**src/rtl/fifo_pkg.sv**
```systemverilog
// Shared types, constants and helpers for the gen2 single-clock FIFO.
package fifo_pkg;

  // Read-side behaviour: registered read or first-word-fall-through.
  typedef enum logic {
    STD  = 1'b0,
    FWFT = 1'b1
  } fifo_mode_e;

  // Default build: 8 words, with the flags two words in from either end.
  localparam int DEF_ADDR_WIDTH = 3;
  localparam int DEF_DATA_WIDTH = 32;
  localparam int DEF_AE_THRESH  = 2;
  localparam int DEF_AF_MARGIN  = 2;

  // Each pointer carries one extra wrap bit above the array index.
  function automatic int ptr_width(input int addr_width);
    return addr_width + 1;
  endfunction

endpackage

```
**src/rtl/fifo_mem.sv**
```systemverilog
// FIFO storage: register array with one write port and one asynchronous
// read port. Contents are deliberately left out of reset.
module fifo_mem #(
  parameter int ADDR_WIDTH = 3,
  parameter int DATA_WIDTH = 32
) (
  input  logic                  clk,
  input  logic                  wr_en,
  input  logic [ADDR_WIDTH-1:0] wr_addr,
  input  logic [DATA_WIDTH-1:0] wr_data,
  input  logic [ADDR_WIDTH-1:0] rd_addr,
  output logic [DATA_WIDTH-1:0] rd_data
);

  logic [DATA_WIDTH-1:0] mem [2**ADDR_WIDTH];

  // Write port: commit one word per enabled edge.
  always_ff @(posedge clk) begin
    if (wr_en) mem[wr_addr] <= wr_data;
  end

  assign rd_data = mem[rd_addr];

endmodule

```
**src/rtl/fifo_gen2.sv**
```systemverilog
// Single-clock FIFO with occupancy count, almost-full/empty thresholds,
// sticky overflow/underflow flags and a selectable FWFT read port.
module fifo_gen2 #(
  parameter int ADDR_WIDTH = fifo_pkg::DEF_ADDR_WIDTH,
  parameter int DATA_WIDTH = fifo_pkg::DEF_DATA_WIDTH,
  parameter int AF_THRESH  = 2**ADDR_WIDTH - fifo_pkg::DEF_AF_MARGIN,
  parameter int AE_THRESH  = fifo_pkg::DEF_AE_THRESH,
  parameter int FWFT       = 0
) (
  input  logic                  clk,
  input  logic                  reset,
  input  logic                  Wr_enable,
  input  logic [DATA_WIDTH-1:0] data_in,
  input  logic                  Read_enable,
  input  logic                  clr_err,
  output logic                  full,
  output logic                  empty,
  output logic                  almost_full,
  output logic                  almost_empty,
  output logic [ADDR_WIDTH:0]   count,
  output logic                  overflow,
  output logic                  underflow,
  output logic [DATA_WIDTH-1:0] data_out
);

  localparam int DEPTH = 2**ADDR_WIDTH;
  localparam int PW    = fifo_pkg::ptr_width(ADDR_WIDTH);
  localparam fifo_pkg::fifo_mode_e MODE = (FWFT != 0) ? fifo_pkg::FWFT : fifo_pkg::STD;
  localparam logic [PW-1:0] AF_T = PW'(AF_THRESH);
  localparam logic [PW-1:0] AE_T = PW'(AE_THRESH);

  // Threshold sanity: an out-of-range value would pin a flag permanently.
  if (AF_THRESH < 1 || AF_THRESH > DEPTH) begin : g_af_range
    $error("fifo_gen2: AF_THRESH must lie in 1..DEPTH");
  end
  if (AE_THRESH < 0 || AE_THRESH > DEPTH - 1) begin : g_ae_range
    $error("fifo_gen2: AE_THRESH must lie in 0..DEPTH-1");
  end

  logic [ADDR_WIDTH:0]   write_ptr, read_ptr;
  logic [DATA_WIDTH-1:0] rd_data;
  logic                  wr_ok, rd_ok;

  // Full/empty come straight off the pointers; the wrap bit separates them.
  assign full  = (write_ptr[ADDR_WIDTH-1:0] == read_ptr[ADDR_WIDTH-1:0]) &&
                 (write_ptr[ADDR_WIDTH] != read_ptr[ADDR_WIDTH]);
  assign empty = (write_ptr == read_ptr);
  assign almost_full  = (count >= AF_T);
  assign almost_empty = (count <= AE_T);

  // A rejected side never disturbs state, even when the other side is accepted.
  assign wr_ok = Wr_enable && !full;
  assign rd_ok = Read_enable && !empty;

  // Gating with reset keeps a write in flight during reset out of the array.
  fifo_mem #(
    .ADDR_WIDTH (ADDR_WIDTH),
    .DATA_WIDTH (DATA_WIDTH)
  ) FIFO (
    .clk     (clk),
    .wr_en   (wr_ok && reset),
    .wr_addr (write_ptr[ADDR_WIDTH-1:0]),
    .wr_data (data_in),
    .rd_addr (read_ptr[ADDR_WIDTH-1:0]),
    .rd_data (rd_data)
  );

  // Pointer and occupancy update; count tracks the pointer difference.
  always_ff @(posedge clk or negedge reset) begin
    if (!reset) begin
      write_ptr <= '0;
      read_ptr  <= '0;
      count     <= '0;
    end else begin
      if (wr_ok) write_ptr <= write_ptr + 1'b1;
      if (rd_ok) read_ptr  <= read_ptr + 1'b1;
      case ({wr_ok, rd_ok})
        2'b10:   count <= count + 1'b1;
        2'b01:   count <= count - 1'b1;
        default: count <= count;
      endcase
    end
  end

  // Sticky error flags: a new error in the clearing cycle wins over clr_err.
  always_ff @(posedge clk or negedge reset) begin
    if (!reset) begin
      overflow  <= 1'b0;
      underflow <= 1'b0;
    end else begin
      overflow  <= (Wr_enable && full)   || (overflow  && !clr_err);
      underflow <= (Read_enable && empty) || (underflow && !clr_err);
    end
  end

  if (MODE == fifo_pkg::FWFT) begin : g_fwft
    // Head word is always on display; it is meaningless while empty.
    assign data_out = rd_data;
  end else begin : g_std
    logic [DATA_WIDTH-1:0] dout_q;
    // Registered read: capture the head word on an accepted read, else hold.
    always_ff @(posedge clk or negedge reset) begin
      if (!reset)     dout_q <= '0;
      else if (rd_ok) dout_q <= rd_data;
    end
    assign data_out = dout_q;
  end

  // The counter is redundant with the pointers; they must never disagree.
  a_count_matches_ptrs: assert property (
    @(posedge clk) disable iff (!reset) count == (write_ptr - read_ptr));

endmodule

```
**config.mk**
```make
export PLATFORM = sky130hd
export DESIGN_NAME = fifo_gen2
export DESIGN_NICKNAME = d
export VERILOG_FILES = /design/src/rtl/fifo_pkg.sv /design/src/rtl/fifo_mem.sv /design/src/rtl/fifo_gen2.sv
export SDC_FILE = /design/constraint.sdc
export NUM_CORES = 1
export LEC_CHECK = 0
export BUFFER_PORTS_ARGS = -buffer_cell sky130_fd_sc_hd__buf_4
export CAP_MARGIN = 25
export CORE_ASPECT_RATIO = 1.5
export CORE_MARGIN = 2
export CORE_UTILIZATION = 40
export DETAILED_ROUTE_END_ITERATION = 8
export PLACE_DENSITY_LB_ADDON = 0.05
export SYNTH_ARGS = -nofsm -noshare
export SYNTH_HDL_FRONTEND = slang
export SYNTH_SLANG_ARGS = --single-unit
```
**constraint.sdc**
```tcl
create_clock -name clk -period 4.7 [get_ports clk]
set_input_delay 0 -clock clk [delete_from_list [all_inputs] [get_ports clk]]
set_output_delay 0 -clock clk [all_outputs]
set_load 0.01 [all_outputs]
```
==> results by group <==
Outcome
  – Run status: finished, final reports clean

Yosys
  – Syn. warnings: 0
  – Library cells used by synthesis: 36
  – Seq/Total Area, Yosys: 0.7614
  – Yosys reg bits: approximately 300
  – Cell Area, Synth: about 12,000 µm²
  – Gate Count Post-Synth: 560
  – Post-Synthesis Net Count: ~600
  – Mean Syn Cell Area: between 20 and 25 µm²

Placed design
  – I/O Buffers: slightly below 80
  – Area after DPL: between 10,000 and 15,000 µm²
  – Hpwl dp: ~13 mm
  – Routability cong.: around 0.76

Critical path
  – Reg2Reg Launch Point: write_ptr[1]
  – Most Frequent Cell on Critical Path: ha_1
  – CP max stage delay: ~0.78 ns
  – Worst endpoint required time: 5.14 ns
  – CP startpoint: write_ptr[1]
  – Cell chain of the critical path: xor2_2, o41ai_4, ha_1, ha_1, a21o_1, a2111oi_0, a41oi_1, a311o_1
  – CP arrival: 3.78 ns
  – Worst path bufs/invs: 0
  – Crit-path slowest cell: o41ai_4
  – Worst setup path class: reg2reg
  – Register-to-Register Path Depth: 8
  – Worst path depth: 8
  – Crit-path max FO: 10
  – Critical Path End Type: flip-flop
  – Startpoint Class: flip-flop
  – CP top delay family: compound AO/OA/AOI/OAI gates

Clock network
  – Clock sinks: between 300 and 400
  – CTS tree: done
  – Clk_lat worst skew: between 0.5 and 0.6 ns
  – CTS resizes: 0
  – Clk buf depth: 3
  – CTS clock-pin slew for the worst setup and hold paths: ~0.060 ns
  – H-tree levels: 1
  – Clock root cell: clkbuf_16
  – Post-CTS setup buffers: 0
  – CTS buffer count: 30
  – Post-CTS Hold Buffers: 36

Hold path
  – Tightest Hold Check Type: in2async

Detailed routing
  – Iteration-0 DRC Markers: between 200 and 300
  – Total Wirelength: roughly 24 mm
  – Vias: approximately 5,700
  – Drt drc: 0
  – Routed length per instance: around 21 µm
  – Drt pass-1 iters: 4
  – ANT nets after route: 0
  – Drt via density: between 5 and 6

GRT
  – Vias in the first global route: 6,102
  – Largest net degree at the start of global routing: between 60 and 70
  – Total GRT Usage: 0.1628
  – Global-route wire length before repair: between 30 and 40 mm
  – Aggregate global routing overflow: 0
  – Initial antenna violation count: 0

Die
  – Starting Density: 0.4056
  – Die H: roughly 210 µm
  – Row cnt: 76
  – IO Pins: 79
  – Core Area: 28,620 µm²
  – Die width: between 100 and 150 µm
  – DIE AREA: around 30,000 µm²

Run
  – # Max-Cap Violations: 0

Layout
  – Design area: around 14,000 µm²
  – Nets@finish: around 740
  – Antenna cells: 0
  – Layout cells sized above 1: 0.3115
  – Synthesis-to-finish area growth: 21.59%

Timing
  – Final setup viols: 0
  – Clock period minus worst slack: 3.338 ns
  – Slew headroom: 0.4069
  – Setup TNS: 0 ns
  – Fmax: about 300 MHz
  – Worst clock skew: 0.02019 ns
  – RSZ-0062 raised after global routing: no
  – Final worst path period share: 0.7102
  – Worst-Margin Slew: just under 0.9 ns
  – Final Slew Violations: 0
  – Final hold violations: 0

Pwr
  – Tot Pwr: 0.008426 W
  – VDD IR-drop max: 0.3182 mV
  – Pleak: around 4.9 nW
  – PD cells: just under 600 nW/µm²
cell type report:
| class | instances | area, µm² |
|---|---|---|
| inverter | 9 | 33.78 |
| tap | 390 | 488.0 |
| fill | 2388 | 14510 |
| clock inverter | 13 | 145.1 |
| multi-input combinational | 221 | 2626 |
| timing repair buffer | 131 | 1094 |
| sequential | 302 | 8847 |
| clock buffer | 43 | 880.8 |
metrics by stage:
stage	utilization	setup WS [ns]	hold slack [ns]	cells
floorplan	-	0.05898	-0.2956	560
global placement	0.4437	1.456	0.1131	1016
detailed placement	0.4437	1.393	0.1219	1016
CTS	0.4922	1.348	0.03347	1108
global route	0.4931	1.219	0.1128	1109
finish	0.4931	1.362	0.05121	1109
path summary, 6_finish.rpt:
| check | end | slack, ns |
|---|---|---|
| setup / recovery | count[3] | 1.36 |
| min in group clk | count[0] | 0.05 |
| setup reg to reg | count[3] | 1.36 |
| max in group asynchronous | read_ptr[0] | 4.08 |
| hold reg to reg | data_out[22] | 0.48 |
| hold / removal | data_out[20] | 0.05 |
synth_stat cells (all sizes together):
cell type  number  share of area
a2111oi         1        0.00075
a211oi          1        0.00065
a21o            2         0.0013
a21oi           1        0.00043
a311o           1        0.00086
a41oi           1        0.00075
buf            18          0.011
clkbuf         10         0.0032
dfrtp          46          0.099
edfxtp        256           0.66
fa              1         0.0017
ha              5         0.0054
inv             9         0.0029
mux2            2         0.0023
mux2i          33          0.028
mux4           64           0.12
nand2          36          0.012
nand2b          2         0.0011
nand3           3         0.0013
nand4b          1        0.00075
nor2            8         0.0026
nor3            2        0.00086
nor4            5         0.0027
nor4b           1        0.00075
o21ai          35          0.015
o41ai           2         0.0047
or3b            1        0.00075
xnor2           4         0.0030
xor2            9         0.0097
registers in the layout (all words and copies together) (netlist names):
| name | cells |
|---|---|
| write_ptr | 4 |
| count | 4 |
| data_out | 32 |
| FIFO.mem | 256 |
| read_ptr | 4 |
| overflow | 1 |
| underflow | 1 |
layer usage:
metal	up-vias	track usage	part of all wire
met1	3001	0.2164	0.43
li1	2511	-	-
met5	-	0	0
met3	38	0.01869	0.030
met2	107	0.2808	0.51
met4	0	0.05189	0.023
placed cells by master (no fill, tap or decap), types with 5 or more instances in the layout:
cell	Yosys	routed
dfrtp_1	46	43
xor2_1	6	6
mux2i_1	33	33
clkbuf_8	0	6
clkbuf_1	10	6
buf_4	8	94
dlygate4sd3_1	0	36
o21ai_0	34	34
ha_1	5	5
clkbuf_16	0	31
edfxtp_1	256	256
nand2_1	36	36
inv_1	9	9
mux4_2	64	64
power by group:
part,total [W],leakage [nW],switching (W),internal [W]
sequential,0.00353,2.87,0.000215,0.00331
clock,0.00244,0.499,0.000979,0.00146
combinational,0.00246,1.56,0.00128,0.00118
worst reg2reg max path, stage by stage (launching register included):
cell       delay [ns]
dfrtp_1          0.51
xor2_2           0.27
o41ai_4          0.79
ha_1             0.35
ha_1             0.25
a21o_1           0.20
a2111oi_0        0.44
a41oi_1          0.09
a311o_1          0.33
logic make-up (layout without fill, tap and decap cells):
logic type,after synthesis,count (layout),synth area share
muxes,99,99,0.1549
and+or+nand+nor,59,59,0.02242
AOI/OAI and AO/OA,44,44,0.02457
xor gates and xnor gates,13,13,0.01272
DFF,302,302,0.7614
adders and majority gates,6,6,0.007114
buffers and inverters,37,196,0.01692
No activity file was read; power rests on OpenSTA's default activity.
